### src/rtl/lsu_pkg.sv
// Shared load/store definitions: RV32I funct3 encodings, ram write-enable codes
// and the request legality/alignment helpers used by the lsu front end.
package lsu_pkg;

    localparam logic [2:0] FUNCT3_LB  = 3'b000;
    localparam logic [2:0] FUNCT3_LH  = 3'b001;
    localparam logic [2:0] FUNCT3_LW  = 3'b010;
    localparam logic [2:0] FUNCT3_LBU = 3'b100;
    localparam logic [2:0] FUNCT3_LHU = 3'b101;
    localparam logic [2:0] FUNCT3_SB  = 3'b000;
    localparam logic [2:0] FUNCT3_SH  = 3'b001;
    localparam logic [2:0] FUNCT3_SW  = 3'b010;

    localparam logic [2:0] MEM_WE_WORD = 3'b001;
    localparam logic [2:0] MEM_WE_HALF = 3'b010;
    localparam logic [2:0] MEM_WE_BYTE = 3'b100;

    function automatic logic funct3_legal(input logic write, input logic [2:0] funct3);
        if (write)
            return (funct3 == FUNCT3_SB) || (funct3 == FUNCT3_SH) || (funct3 == FUNCT3_SW);
        else
            return funct3 inside {FUNCT3_LB, FUNCT3_LH, FUNCT3_LW, FUNCT3_LBU, FUNCT3_LHU};
    endfunction

    // funct3[1:0] carries the access size for both loads and stores
    function automatic logic [2:0] size_we(input logic [2:0] funct3);
        case (funct3[1:0])
            2'b00:   return MEM_WE_BYTE;
            2'b01:   return MEM_WE_HALF;
            default: return MEM_WE_WORD;
        endcase
    endfunction

    function automatic logic misaligned(input logic write, input logic [2:0] funct3,
                                        input logic [1:0] addr_lo, input logic io_region);
        logic bad;
        case (funct3[1:0])
            2'b01:   bad = addr_lo[0];
            2'b10:   bad = (addr_lo != 2'b00);
            default: bad = 1'b0;
        endcase
        if (write && io_region && (funct3[1:0] != 2'b00))
            bad = 1'b1;
        return bad;
    endfunction

endpackage

### src/rtl/lsu_extend.sv
// Load result extension: selects byte/half/word from the ram's pre-shifted
// read data and applies sign or zero extension according to funct3.
module lsu_extend
    import lsu_pkg::*;
(
    input  logic [2:0]  funct3,
    input  logic [31:0] data,
    output logic [31:0] result
);

    always_comb begin
        result = data;
        case (funct3)
            FUNCT3_LB:  result = {{24{data[7]}}, data[7:0]};
            FUNCT3_LH:  result = {{16{data[15]}}, data[15:0]};
            FUNCT3_LBU: result = {24'b0, data[7:0]};
            FUNCT3_LHU: result = {16'b0, data[15:0]};
            default:    result = data;
        endcase
    end

endmodule

### src/rtl/lsu.sv
// Load/store unit: one request at a time, checks legality, drives the ram for
// one cycle and returns an extended load result or store completion.
module lsu
    import lsu_pkg::*;
#(
    parameter int IO_BASE_BIT = 29
) (
    input  logic        clk,
    input  logic        rst,
    input  logic        req_valid,
    output logic        req_ready,
    input  logic        req_write,
    input  logic [2:0]  req_funct3,
    input  logic [31:0] req_addr,
    input  logic [31:0] req_wdata,
    output logic        rsp_valid,
    output logic [31:0] rsp_rdata,
    output logic        rsp_fault,
    output logic [2:0]  mem_we,
    output logic [31:0] mem_addr,
    output logic [31:0] mem_wdata,
    input  logic [31:0] mem_rdata
);

    typedef enum logic [1:0] {IDLE, ACCESS, RESP, FAULT} state_t;

    state_t      state_reg;
    logic [2:0]  funct3_reg;
    logic        write_reg;
    logic        req_ready_reg;
    logic        rsp_valid_reg;
    logic        rsp_fault_reg;
    logic [2:0]  mem_we_reg;
    logic [31:0] mem_addr_reg;
    logic [31:0] mem_wdata_reg;
    logic [31:0] extended;
    logic        req_bad;

    assign req_bad = !funct3_legal(req_write, req_funct3)
                   || misaligned(req_write, req_funct3, req_addr[1:0], req_addr[IO_BASE_BIT]);

    lsu_extend u_extend (
        .funct3 (funct3_reg),
        .data   (mem_rdata),
        .result (extended)
    );

    // ram read data only arrives during RESP, so the load result is steered
    // straight from mem_rdata rather than registered a second time
    assign rsp_rdata = (state_reg == RESP && !write_reg) ? extended : 32'b0;
    assign req_ready = req_ready_reg;
    assign rsp_valid = rsp_valid_reg;
    assign rsp_fault = rsp_fault_reg;
    assign mem_we    = mem_we_reg;
    assign mem_addr  = mem_addr_reg;
    assign mem_wdata = mem_wdata_reg;

    always_ff @(posedge clk) begin
        if (rst) begin
            state_reg     <= IDLE;
            funct3_reg    <= 3'b0;
            write_reg     <= 1'b0;
            req_ready_reg <= 1'b1;
            rsp_valid_reg <= 1'b0;
            rsp_fault_reg <= 1'b0;
            mem_we_reg    <= 3'b0;
            mem_addr_reg  <= 32'b0;
            mem_wdata_reg <= 32'b0;
        end else begin
            unique case (state_reg)
                IDLE: begin
                    if (req_valid) begin
                        funct3_reg    <= req_funct3;
                        write_reg     <= req_write;
                        req_ready_reg <= 1'b0;
                        if (req_bad) begin
                            state_reg     <= FAULT;
                            rsp_valid_reg <= 1'b1;
                            rsp_fault_reg <= 1'b1;
                        end else begin
                            // the ram bus only moves for legal requests
                            state_reg     <= ACCESS;
                            mem_addr_reg  <= req_addr;
                            mem_wdata_reg <= req_wdata;
                            mem_we_reg    <= req_write ? size_we(req_funct3) : 3'b000;
                        end
                    end
                end
                ACCESS: begin
                    state_reg     <= RESP;
                    mem_we_reg    <= 3'b000;
                    rsp_valid_reg <= 1'b1;
                end
                RESP, FAULT: begin
                    state_reg     <= IDLE;
                    rsp_valid_reg <= 1'b0;
                    rsp_fault_reg <= 1'b0;
                    req_ready_reg <= 1'b1;
                end
                default: state_reg <= IDLE;
            endcase
        end
    end

endmodule

### config.mk
export PLATFORM = sky130hd
export DESIGN_NAME = lsu
export DESIGN_NICKNAME = d
export VERILOG_FILES = /design/src/rtl/lsu_pkg.sv /design/src/rtl/lsu_extend.sv /design/src/rtl/lsu.sv
export SDC_FILE = /design/constraint.sdc
export NUM_CORES = 1
export LEC_CHECK = 0
export BUFFER_PORTS_ARGS = -buffer_cell sky130_fd_sc_hd__buf_2
export CAP_MARGIN = 5
export CORE_ASPECT_RATIO = 0.9
export CORE_MARGIN = 5
export CORE_UTILIZATION = 35
export CTS_BUF_LIST = sky130_fd_sc_hd__clkbuf_4
export DETAILED_ROUTE_END_ITERATION = 6
export HOLD_SLACK_MARGIN = 0.02
export SYNTH_ARGS = -nofsm -noshare
export SYNTH_HDL_FRONTEND = slang
export SYNTH_SLANG_ARGS = --single-unit
### constraint.sdc
create_clock -name clk -period 1.9 [get_ports clk]
set_input_delay 0.285 -clock clk [delete_from_list [all_inputs] [get_ports clk]]
set_output_delay 0.285 -clock clk [all_outputs]
set_load 0.005 [all_outputs]
-- Yosys cells after proc, flatten, opt, wreduce, memory -nomap -nowiden
Cells that the tools add are included.
Widths: inputs -> output; s select.
- bits in read-only memories: 0
- memories: 0
- memory bits (writable): 0
- latch bits: 0
- bits of input ports: 103
- flip-flop bits (word level): 76
- logic and storage cells: 68
- order comparisons: 0
- shift-type cells: 0
- $mul: 0
- mux-type cells: 19
- add/subtract/negate cells: 0
- reduce and logical (&&, ||, !) cells: 24
- equality and inequality tests: 15
- bitwise gates (word level): 1
- divide/modulo/power cells: 0
- operators by type and width (operator ; count):
    $pmux 32 s4 ; 1
    $mux 32 ; 1
    $eq 3x3->1 const B ; 4
    $pmux 3 s2 ; 2
    $mux 3 ; 3
    $reduce_and 3->1 ; 3
    $reduce_bool 2->1 ; 4
    $eq 2x2->1 const B ; 3
    $eq 3x1->1 const B ; 2
    $logic_not 3->1 ; 2
    $ne 2x2->1 const B ; 3
    $pmux 1 s2 ; 3
    $pmux 2 s3 ; 1
    $reduce_and 2->1 ; 3
    $mux 1 ; 5
    $reduce_bool 5->1 ; 1
    $eq 2x1->1 const B ; 2
    $logic_not 2->1 ; 2
    $mux 2 ; 2
    $eq 3x2->1 const B ; 1
    $logic_and 1x1->1 ; 3
    $logic_or 1x1->1 ; 3
    $pmux 1 s3 ; 1
    $logic_not 1->1 ; 2
    other kinds (2) ; 2

-- Depth between registers and ports, before layout
- depth after elaboration: 9
- gate-level depth with buffers: 8

-- By module
A second synthesis with hierarchy kept.
- cells, all modules: 450
- area, all modules: 4113.9 µm²
- by module, submodules not included (module ; sequential area each (µm²) ; area each (µm²) ; cells an instance ; times used):
    lsu ; 1521.5 ; 3758.6 ; 383 ; 1
    lsu_extend ; 0.0 ; 355.3 ; 67 ; 1

-- Worst setup path after synthesis
No wires, ideal clock.
- path type: in2reg
- start point: in req_funct3[1]
- end point: reg mem_we_reg[2], in the netlist mem_we[2]
- data arrival time: 1653 ps
- data required time: 1783 ps
- library setup time: 117 ps
- slack: 130 ps
- cell stages on the path: 6
- cell sequence: inv_1 ha_1 o211ai_1 nand2_2 or4_1 a32o_1
- longest elaborated chain between the ends: 8
- ends and longest elaborated chain (element ; RTL line ; text):
    from (decl) ; lsu.sv:13 ; input logic [2:0] req_funct3,
    parallel branches: the longest is 8 deep, another holds $reduce_bool 5->1 ; -- ;
    to (signal assigned) ; lsu.sv:85 ; mem_we_reg <= req_write ? size_we(req_funct3) : 3'b000;
    to (decl) ; lsu.sv:33 ; logic [2:0] mem_we_reg;
Several ways; the timed one is not identified. The select of a mux whose other input is x is not followed.
A chain may end at the register's enable or synchronous reset.

-- Worst setup path in the final report
- start point: reg funct3_reg[2]
- end point: out rsp_rdata[9]
- longest elaborated chain between the ends: 3
- ends and longest elaborated chain (element ; RTL line ; text):
    from (decl) ; lsu.sv:28 ; logic [2:0] funct3_reg;
    from (signal assigned) ; lsu.sv:73 ; funct3_reg <= req_funct3;
    $eq 3x3->1, or another cell as far along ; lsu_extend.sv:13 ; case (funct3)
    $pmux 32 s4 (*) ; lsu_extend.sv:13 ;
    $mux 32 (*) ; lsu.sv:50 ; assign rsp_rdata = (state_reg == RESP && !write_reg) ? extended : 32'b0;
    to (decl) ; lsu.sv:17 ; output logic [31:0] rsp_rdata,
Mark *: on every way between the ends. The rest lies on a longest branch, timed or not.

==> results.cfg <==
[outcome]
status = finished, violations left
failed_checks = setup timing

[cts]
clockBufferDepth = 2
cts_hold_buf = 0
cts_tree = yes
cts_root_buf = clkbuf_4
cts_made_buffers = 9
htree_levels = 3
cts_sinks = 76
cts.clk_slew.worst_paths_ns = 0.13
worst_skew_pair.late_latency_ns = 0.41

[sta]
worst_slack_ns = -0.0146
relSlewSlack_pct = 60.1
final-setup-viol-count = 4
fin_crit_ns = 1.91
fmax_mhz = 522
fin_skew_ns = 0.0186
post-route-period-util_pct = 101
hold_viol = 0
tightest_slew_ns = 0.598
drv_slew = 0
rsz0062_at_grt = true

[global_routing]
antenna_found_initial = 0
grt_overflow = 0
gr-usage-all-layers_pct = 14.6
grt_pass1_vias = 3352
grt_max_degree = 95
grt_pass1_wl_mm = 15.6

[setup_path]
r2r-end = mem_addr[16]$_SDFFE_PP0P_
endpoint_kind = primary output
reg2reg_slack_ns = 0.34
r2r_start = state_reg[0]$_SDFFE_PP0P_
critPathLaunchType = register
worstPathRequired_ns = 1.62
r2r_cells = 6
crit_type = register to primary output
critPathMaxFanout = 8
critical_path_arrival_ns = 1.63

[power]
power_density_nw_per_um2 = 642
finalPower_mw = 3.45
power.leakage_nw = 2.52
peakVddDrop_uv = 321

[place]
place.gp.congestion = 0.745
dp_hpwl_mm = 7.96
numPortBuffers = 204
placed_area_um2 = 5100
dp_slack_ns = -0.108

[floorplan]
die_x_um = 121
row_count = 36
die_h_um = 110
core_um2 = 10900
start_util_pct = 35.8
die_area_um2 = 13300
ios = 205

[synth]
async_flop_share_pct = 0
ys_seq_elements = 76
synth.net_count = 523
synth_edf_count = 0
synth_cells = 416
synth_warnings = 0
synthFlopType = dfxtp_1
synthesis.area_um2 = 3890
ys_seq_area_share_pct = 39.2
syn_area_per_cell_um2 = 9.34
synthDistinctLibCells = 37

[job]
drv_cap = 0

[route]
vias_per_cell = 4.43
drcViolationCount = 0
detail_route.wl_per_cell_um = 13.0
first_pass_iters = 4
drt_iter0_drc = 190
ant_nets = 0
wirelength_mm = 10.2
num_vias = 3470

[cells_and_area]
nFillCells = 1040
num_antenna_cells = 0
drive_gt1_share_pct = 44.0
area_growth_pct = 38.4
fin_nets = 735
stdcell_area_um2 = 5380
multi_input_area_um2 = 2150
seq_area_um2 = 1530

[hold_path]
min-delay-start = req_addr[9]
hold_class = input port to register
min_to = mem_addr[9]$_SDFFE_PP0P_
hold-path-cell-count = 3
Yosys cell counts, types with 2 or more instances:
master    instances  area share [%]
mux2i_1          65              17
nand2b_1        130              21
a21oi_1          29             3.7
nand2_1           8            0.77
nand3_1           2            0.26
o21ai_0          14             1.8
buf_12            7             3.6
ha_1              4             1.3
a32o_1            2            0.52
inv_1            21             2.0
nor4b_1           2            0.45
clkbuf_1         21             2.0
nor2_1            5            0.48
and2_1            8             1.3
dfxtp_1          76              39
routing by layer:
layer  track usage (%)  routed length (µm)  vias up  share of wire (%)
met5                 0                   0        -                  0
li1                  -                   -     1784                  -
met4              4.37                 124        0                1.2
met1              17.4                4290     1572                 42
met3              5.81                 728       10                7.1
met2              24.4                5080      104                 50
where the power goes:
part	internal, mW	leakage (nW)	total [mW]	switching [mW]
clock	0.416	0.0691	0.990	0.574
sequential	1.68	0.620	1.73	0.0503
combinational	0.396	1.83	0.735	0.339
cell families (layout without fill, tap and decap cells):
family | count (synthesis) | after routing | synth area share (%)
AO/OA/AOI/OAI | 53 | 53 | 7.82
buffers and inverters | 50 | 266 | 7.79
flip-flops | 76 | 76 | 39.2
adder cells (fa/ha/maj) | 4 | 4 | 1.29
AND/OR/NAND/NOR | 168 | 168 | 27.2
multiplexers | 65 | 65 | 16.7
layout by cell type, fill, tap and decap left out, drive strengths merged, types with 2 or more instances in the layout:
cell,instances
a21oi,30
a32o,2
and2,8
buf,230
clkbuf,10
clkinvlp,2
dfxtp,76
ha,4
inv,22
mux2i,65
nand2,9
nand2b,130
nand3,2
nor2,6
nor4b,3
o21ai,15
worst max-delay path, stage by stage (launching register included):
cell and delay, ns:
dfxtp_2 0.34, or4b_4 0.61, a21oi_1 0.16, buf_2 0.14
per-stage QoR:
stage                     cells  setup TNS (ns)  hold WS, ns  util, %
after global placement      765           -1.72        0.431     47.0
after CTS                   782          -0.183       0.0560     48.5
after global routing        784           -1.87       0.0515     49.6
after detailed placement    765           -4.73        0.445     47.0
final                       784         -0.0264        0.108     49.6
after floorplan             416               0        0.421        -
worst max path at each step:
stage,end,from,cells after the start,slack [ns]
2_1_floorplan,mem_we[2]$_SDFFE_PP0P_,req_funct3[1],6,0.13
3_3_place_gp,mem_addr[8]$_SDFFE_PP0P_,req_funct3[1],9,-0.04
3_5_place_dp,mem_wdata[23]$_SDFFE_PP0P_,req_funct3[1],8,-0.11
4_1_cts,rsp_rdata[10],funct3_reg[2]$_SDFFE_PP0P_,3,-0.03
5_1_grt,rsp_rdata[13],funct3_reg[2]$_SDFFE_PP0P_,3,-0.15
6_report,rsp_rdata[9],funct3_reg[2]$_SDFFE_PP0P_,3,-0.01
layout make-up:
type	count	area share (%)
clock buffers	10	1.40
clock inverters	5	1.16
inverters	21	1.47
multi-input cells	290	40.0
flip-flops and latches	76	28.5
well taps	152	3.54
repair buffers	230	24.0
repair_timing:
action / in CTS / in global routing
gates cloned: 0 / 1
setup buffers: 2 / 1
setup endpoints to repair: 32 / 24
pin swaps: 2 / 1
gates resized for setup: 7 / 27
(Power assumes the default switching activity.)
